$ cat src/rtl/radix4_seq_mult.sv
// Sequential unsigned W x W radix-4 Booth multiplier with valid/ready handshakes.
// Optional truncation of the low TRUNC product columns when RADIX4_TRUNC_EN is defined.
module radix4_seq_mult #(
  parameter int unsigned W     = 8,
  parameter int unsigned TRUNC = 4
) (
  input  logic           clk,
  input  logic           rst_n,
  input  logic           in_valid,
  output logic           in_ready,
  input  logic [W-1:0]   x,
  input  logic [W-1:0]   y,
  output logic           out_valid,
  input  logic           out_ready,
  output logic [2*W-1:0] p,
  output logic           busy
);

  localparam int unsigned AW = 2*W + 2;
  localparam int unsigned YW = W + 3;
  localparam int unsigned N  = W/2 + 1;
  localparam int unsigned CW = $clog2(N + 1);

`ifdef RADIX4_TRUNC_EN
  localparam bit TRUNC_ON = 1'b1;
`else
  localparam bit TRUNC_ON = 1'b0;
`endif

  localparam logic [AW-1:0] KEEP_MASK =
    TRUNC_ON ? ~((AW'(1) << TRUNC) - AW'(1)) : {AW{1'b1}};

  typedef enum logic [1:0] {IDLE, BUSY, DONE} state_t;

  state_t        state;
  logic [AW-1:0] xsh;
  logic [YW-1:0] ysh;
  logic [AW-1:0] acc;
  logic [CW-1:0] cnt;
  logic [AW-1:0] pp_c;
  logic [AW-1:0] sum_c;

  // Booth digit select on the current triplet; xsh already carries the 4^i weight
  always_comb begin
    pp_c = '0;
    case (ysh[2:0])
      3'b001, 3'b010: pp_c = xsh;
      3'b011:         pp_c = xsh << 1;
      3'b100:         pp_c = -(xsh << 1);
      3'b101, 3'b110: pp_c = -xsh;
      default:        pp_c = '0;
    endcase
    pp_c  = pp_c & KEEP_MASK;
    sum_c = acc + pp_c;
  end

  // Control FSM and datapath registers
  always_ff @(posedge clk) begin
    if (!rst_n) begin
      state     <= IDLE;
      in_ready  <= 1'b1;
      out_valid <= 1'b0;
      busy      <= 1'b0;
      p         <= '0;
      acc       <= '0;
      cnt       <= '0;
      xsh       <= '0;
      ysh       <= '0;
    end else begin
      case (state)
        IDLE: begin
          if (in_valid) begin
            xsh      <= AW'(x);
            ysh      <= {2'b00, y, 1'b0};
            acc      <= '0;
            cnt      <= '0;
            in_ready <= 1'b0;
            busy     <= 1'b1;
            state    <= BUSY;
          end
        end
        BUSY: begin
          acc <= sum_c;
          xsh <= xsh << 2;
          ysh <= ysh >> 2;
          cnt <= cnt + CW'(1);
          if (cnt == CW'(N - 1)) begin
            p         <= sum_c[2*W-1:0];
            out_valid <= 1'b1;
            busy      <= 1'b0;
            state     <= DONE;
          end
        end
        DONE: begin
          if (out_ready) begin
            out_valid <= 1'b0;
            in_ready  <= 1'b1;
            state     <= IDLE;
          end
        end
        default: state <= IDLE;
      endcase
    end
  end

endmodule

$ cat config.mk
export PLATFORM = sky130hd
export DESIGN_NAME = radix4_seq_mult
export DESIGN_NICKNAME = d
export VERILOG_FILES = /design/src/rtl/radix4_seq_mult.sv
export SDC_FILE = /design/constraint.sdc
export NUM_CORES = 1
export LEC_CHECK = 0
export CORE_MARGIN = 1.5
export CORE_UTILIZATION = 40
export CTS_CLUSTER_DIAMETER = 30
export CTS_CLUSTER_SIZE = 16
export DETAILED_ROUTE_END_ITERATION = 8
export SLEW_MARGIN = 10
export SYNTH_ARGS = -nofsm -noshare
export SYNTH_HDL_FRONTEND = slang
export SYNTH_SLANG_ARGS = --single-unit
$ cat constraint.sdc
create_clock -name clk -period 4.09 [get_ports clk]
set_input_delay 0.409 -clock clk [delete_from_list [all_inputs] [get_ports clk]]
set_output_delay 0.409 -clock clk [all_outputs]
set_load 0.01 [all_outputs]
==> results of run 1 <==
-- through the flow --
stage | area, µm² | setup TNS [ns] | worst slack, ns | total power (µW)
floorplan | 4340 | 0 | 0.0164 | 1000
global placement | 4910 | 0 | 0.115 | 1110
detailed placement | 4910 | 0 | 0.0290 | 1120
CTS | 5160 | 0 | 0.00968 | 1830
global route | 5300 | -0.497 | -0.193 | 1930
finish | 5300 | -0.0807 | -0.0807 | 1840
-- per-layer routing --
metal / part of all wire (%) / track usage [%] / wire [µm] / vias up
met1: 46 / 27.9 / 5290 / 1958
met3: 4.0 / 3.90 / 465 / 22
met2: 48 / 35.6 / 5550 / 98
li1: - / - / - / 1994
met5: 0 / 0 / 0 / -
met4: 1.8 / 6.47 / 213 / 0
-- registers in the layout (all words and copies together) (netlist names) --
| name | flops |
|---|---|
| state | 2 |
| in_ready | 1 |
| cnt | 3 |
| out_valid | 1 |
| ysh | 9 |
| xsh | 16 |
| p | 16 |
| busy | 1 |
| acc | 16 |
-- power by group through the flow --
stage | Sequential (µW) | Combinational [µW] | Clock (µW)
floorplan | 690 | 313 | 0
global placement | 697 | 418 | 0
detailed placement | 698 | 427 | 0
CTS | 683 | 429 | 714
global route | 687 | 502 | 739
finish | 684 | 457 | 701
-- kinds of logic after synthesis --
kind of cell / Yosys count / share of synthesized area (%)
buffers and inverters: 51 / 4.91
flip-flops: 65 / 30.7
AND/OR/NAND/NOR: 191 / 22.8
multiplexers: 16 / 3.84
adder cells (fa/ha/maj): 19 / 5.79
AO/OA/AOI/OAI: 161 / 26.4
XOR/XNOR: 27 / 5.59
-- area by class of cell --
cell class | count | share of cell area [%]
multi-input cells | 414 | 54.7
clock buffers | 9 | 2.34
inverters | 9 | 0.685
well taps | 136 | 3.21
flip-flops and latches | 65 | 24.6
clock inverters | 7 | 2.36
repair buffers | 73 | 12.1
-- cells in the mapped netlist, drive strengths merged, types with 6 or more instances --
cell type  count  share of area, %
nand3          9               1.1
nand2         62               5.5
o211a         14               3.3
nor2b         26               3.8
nor2          40               3.5
a22oi         29               5.1
clkbuf        36               3.2
a21boi        12               2.1
buf            6              0.92
a22o           6               1.2
xor2           8               1.7
dfxtp         65                31
a21o           6               1.1
nor3          11               1.3
ha            18               5.3
a21oi         25               3.0
xnor2         19               3.9
o21ai         39               4.6
inv            9              0.80
mux2i         14               3.3
and3           7               1.0
-- tightest hold or removal path, stage by stage, from the launching register on --
cell     delay [ns]
dfxtp_1        0.32
nand3_1        0.06
nand2_1        0.04
-- worst paths after layout --
path	start	endpoint	slack, ns	cells past startpoint
max	xsh[0]$_SDFFE_PN0P_	p[15]$_SDFFE_PN0P_	-0.08	17
min	p[10]$_SDFFE_PN0P_	p[10]$_SDFFE_PN0P_	0.46	2
max reg2reg	xsh[0]$_SDFFE_PN0P_	p[15]$_SDFFE_PN0P_	-0.08	17
min reg2reg	p[10]$_SDFFE_PN0P_	p[10]$_SDFFE_PN0P_	0.46	2
-- timing repair --
| action | in CTS | in global routing |
|---|---|---|
| resized for setup | 0 | 19 |
| setup endpoints to repair | 0 | 6 |
| buffers inserted | 0 | 6 |
| hold endpoints to repair | 0 | 0 |
==> out/results.txt, run 1 <==
internal power - 1280 µW
critical path required time - 4.39 ns
f_max - 0.240 GHz
Filler cells - 1054
WHS - 0.460 ns
max-slew violation count - 0
First DRT Iteration DRCs - 258
placed insts - 691
number of port buffers - 38
Final setup viols - 1
status - complete, but fails checks
area taken by flip-flops and latches - 1310 µm²
Worst EP arrival - 4.47 ns
PwrDens - 347 nW/µm²
TritonCTS clock tree - done
Final Cycle Share - 102%
first-pass GRT wire length - 19000 µm
CTS Buf Count - 9
Fin Clk Skew - 0.0124 ns
Lkg Pwr - 0.00219 µW
CTS H-tree lvls - 3
class of the worst hold path - reg -> reg
final WL - 11500 µm
syn avg cell area - 7.99 µm²
largest net degree at the start of global routing - 36
fin nets - 611
P_sw - 565 µW
initial antenna violation count - 0
RSZ-0062 raised after global routing - yes
total track usage - 21.3%
vias per cell - 5.71
Finished Core Util - 51.6%
CTS sink cnt - 65
CP Buf/Inv Count - 1
commonest non-fill, non-tap cell in the layout - dfxtp_1
Sw Ratio - 30.7%
Slew Limit Headroom - 39.8%
crit path cell chain - inv_4, ha_4, or3b_4, or4_4, nor4_4, and2b_1, xnor2_2, o21ai_1, a22o_1, ha_4, nor2_2, nor3_2, a221o_1, a31oi_4, or4b_4, a21oi_2, a311o_1
combinational power share - 24.8%
DRC - 0
warnings from Yosys - 0
final std cells w/o fill - 713
chip width - 106 µm
via count - 4072
CP max FO - 7
CP dominant cell by count - ha_4
critical path's slowest cell - or4_4
# IOs - 39
Max-Cap Viols - 0
startpoint types - register
Final WS setup - -0.0807 ns
Overflow after GRT - 0
CP max stage delay - 0.62 ns
clk slew on worst S/H paths - 0.09 ns
Layout area overhead - 25.2%
Detailed Routing Iterations Pass 1 - 5
Setup crit end kind - register
layout cells sized above 1 - 14.9%
Initial Util - 41.2%
ys flop type - dfxtp_1
vias in the first global route - 3847
CP top delay family - simple AND/OR/NAND/NOR gates
Clock Path Buffers - 2
violated checks - negative setup slack
Flop pwr share - 37.1%
EDFF count, synth - 0
Async SR Flop Fraction - 0%
Avg WL per Cell - 16.2 µm
critical path type - reg -> reg
ant diodes - 0
commonest cells after routing, fill and taps aside - dfxtp_1, nand2_1, nor2_1
RD Place Congestion - 0.873
Chip Height - 106 µm
cell area after synthesis - 4230 µm²
#FFs+latches synth - 65
actual slew at the worst max-slew pin - 0.903 ns
maximum vdd drop - 0.170 mV
Clock Latency Late Sink - 0.36 ns
Multi-input gate area - 2900 µm²
CTS Hold Bufs - 0
Routed Antenna Nets - 0
Mapped Nets - 569
min cycle time layout - 4.17 ns
Final Hold Fails - 0
Clk pwr share - 38.1%
sequential-to-total area share from yosys stat - 30.7%
Root Buffer - clkbuf_8
core area - 10300 µm²
dpl hpwl - 8000 µm
cell count after synthesis - 530
Synth cell types - 53
cell row count - 37
full die area - 11200 µm²
(Power assumes the default switching activity.)
==> run 2, diff against run 1 <==
--- a/config.mk
+++ b/config.mk
@@ -6,5 +6,4 @@
 export NUM_CORES = 1
 export LEC_CHECK = 0
-export CORE_MARGIN = 1.5
 export CORE_UTILIZATION = 40
 export CTS_CLUSTER_DIAMETER = 30
==> constraint.sdc (replaced) <==
create_clock -name clk -period 4.09 [get_ports clk]
set_input_delay 0.409 -clock clk [delete_from_list [all_inputs] [get_ports clk]]
set_output_delay 0.409 -clock clk [all_outputs]
set_load 0.05 [all_outputs]
==> out/results.txt, run 2 (synthesized netlist as in run 1, its figures left out) <==
Lkg Pwr - 0.00217 µW
Initial Util - 41.2%
PwrDens - 320 nW/µm²
Critical Path Source - xsh[0]$_SDFFE_PN0P_
Final Cycle Share - 101%
Max-Cap Viols - 0
dpl hpwl - 7920 µm
CP endpoint - p[15]$_SDFFE_PN0P_
chip width - 105 µm
commonest non-fill, non-tap cell in the layout - dfxtp_1
R2R setup slack - -0.04 ns
Routed Antenna Nets - 0
Avg WL per Cell - 15.9 µm
worst hold start - p[5]$_SDFFE_PN0P_
ant diodes - 0
class of the worst hold path - reg -> reg
Clock Latency Late Sink - 0.36 ns
CTS sink cnt - 65
combinational power share - 27.9%
TritonCTS clock tree - done
Sw Ratio - 34.8%
max-slew violation count - 0
CTS Buf Count - 9
Clock Path Buffers - 2
CTS Hold Bufs - 0
via count - 4060
Tot Pwr - 1690 µW
Final Hold Fails - 0
RSZ-0062 raised after global routing - yes
Detailed Routing Iterations Pass 1 - 4
vias per cell - 5.67
final WL - 11400 µm
full die area - 11000 µm²
CP max FO - 6
Final setup viols - 1
R2R Path End - p[15]$_SDFFE_PN0P_
layout cells sized above 1 - 15.7%
internal power - 1100 µW
Fin Clk Skew - 0.0153 ns
fin nets - 614
startpoint types - register
Setup crit end kind - register
min cycle time layout - 4.13 ns
DRC - 0
Slew Limit Headroom - 43.9%
worst slack, placed - 0.0270 ns
total track usage - 21.1%
status - complete, but fails checks
clk slew on worst S/H paths - 0.09 ns
f_max - 0.242 GHz
commonest cells after routing, fill and taps aside - dfxtp_1, nand2_1, nor2_1
Finished Core Util - 51.4%
number of port buffers - 38
Crit Reg-Reg Startpoint - xsh[0]$_SDFFE_PN0P_
vias in the first global route - 3767
Root Buffer - clkbuf_8
cell row count - 37
Layout area overhead - 24.8%
First DRT Iteration DRCs - 334
first-pass GRT wire length - 18500 µm
Overflow after GRT - 0
Final WS setup - -0.0428 ns
core area - 10300 µm²
# IOs - 39
R2R depth - 17
WHS - 0.462 ns
critical path required time - 4.39 ns
violated checks - negative setup slack
P_sw - 588 µW
top flop regs - acc x16, p x16, xsh x16
actual slew at the worst max-slew pin - 0.841 ns
Flop pwr share - 40.5%
Chip Height - 105 µm
CTS H-tree lvls - 3
Clk pwr share - 31.6%
Filler cells - 993
initial antenna violation count - 0
maximum vdd drop - 0.159 mV
largest net degree at the start of global routing - 39
Worst EP arrival - 4.43 ns
critical path type - reg -> reg
RD Place Congestion - 0.880
-- run 2: per-layer routing --
metal | global-route usage (%) | up-vias | share of wire, %
met5 | 0 | - | 0
met4 | 8.15 | 0 | 2.6
met3 | 3.49 | 21 | 3.5
met2 | 34.2 | 101 | 47
met1 | 27.9 | 1931 | 47
li1 | - | 2007 | -
-- run 2: through the flow --
| stage | setup TNS [ns] | std cells | cell area (µm²) |
|---|---|---|---|
| final | -0.0428 | 716 | 5280 |
| after global routing | -0.458 | 716 | 5280 |
| after global placement | 0 | 692 | 4920 |
| after floorplan | 0 | 530 | 4340 |
| after CTS | 0 | 708 | 5110 |
| after detailed placement | 0 | 692 | 4920 |
-- run 2: worst min-delay path by stage --
| stage | to | slack [ns] | cells after the start |
|---|---|---|---|
| finish | p[5]$_SDFFE_PN0P_ | 0.46 | 2 |
| global route | p[5]$_SDFFE_PN0P_ | 0.48 | 2 |
| CTS | p[5]$_SDFFE_PN0P_ | 0.47 | 2 |
| detailed placement | p[10]$_SDFFE_PN0P_ | 0.44 | 2 |
| global placement | p[10]$_SDFFE_PN0P_ | 0.45 | 2 |
| floorplan | acc[11]$_SDFFE_PN0P_ | 0.43 | 2 |
-- run 2: layout make-up --
class | instances | area [µm²] | area share (%)
timing repair buffer | 76 | 664 | 12.6
sequential | 65 | 1310 | 24.7
clock inverter | 7 | 60.1 | 1.14
inverter | 9 | 36.3 | 0.687
clock buffer | 9 | 124 | 2.35
multi-input combinational | 414 | 2920 | 55.3
tap | 136 | 170 | 3.22
-- run 2: timing repair --
action / 4_1_cts / 5_1_grt
gates resized for setup: 0 / 25
endpoints found under the hold margin: 0 / 0
setup buffers: 0 / 8
endpoints found under the setup margin: 0 / 5
-- run 2: worst max-delay path: stages (launching register included) --
cell and delay (ns):
dfxtp_4 0.38, inv_4 0.06, ha_4 0.14, or3b_4 0.38
or4_4 0.59, nor4_4 0.26, and2b_1 0.24, xnor2_2 0.15
o21ai_1 0.07, a22o_1 0.25, ha_4 0.30, nor2_4 0.04
nor3_4 0.18, a221o_1 0.21, a31oi_4 0.05, or4b_4 0.53
a21oi_2 0.13, a311o_1 0.12
-- run 2: power groups by stage --
stage          Sequential (µW)  Combinational (µW)  Clock [µW]
3_3_place_gp               698                 423           0
6_report                   685                 473         535
5_1_grt                    689                 517         572
2_1_floorplan              696                 313           0
4_1_cts                    684                 432         549
3_5_place_dp               699                 430           0
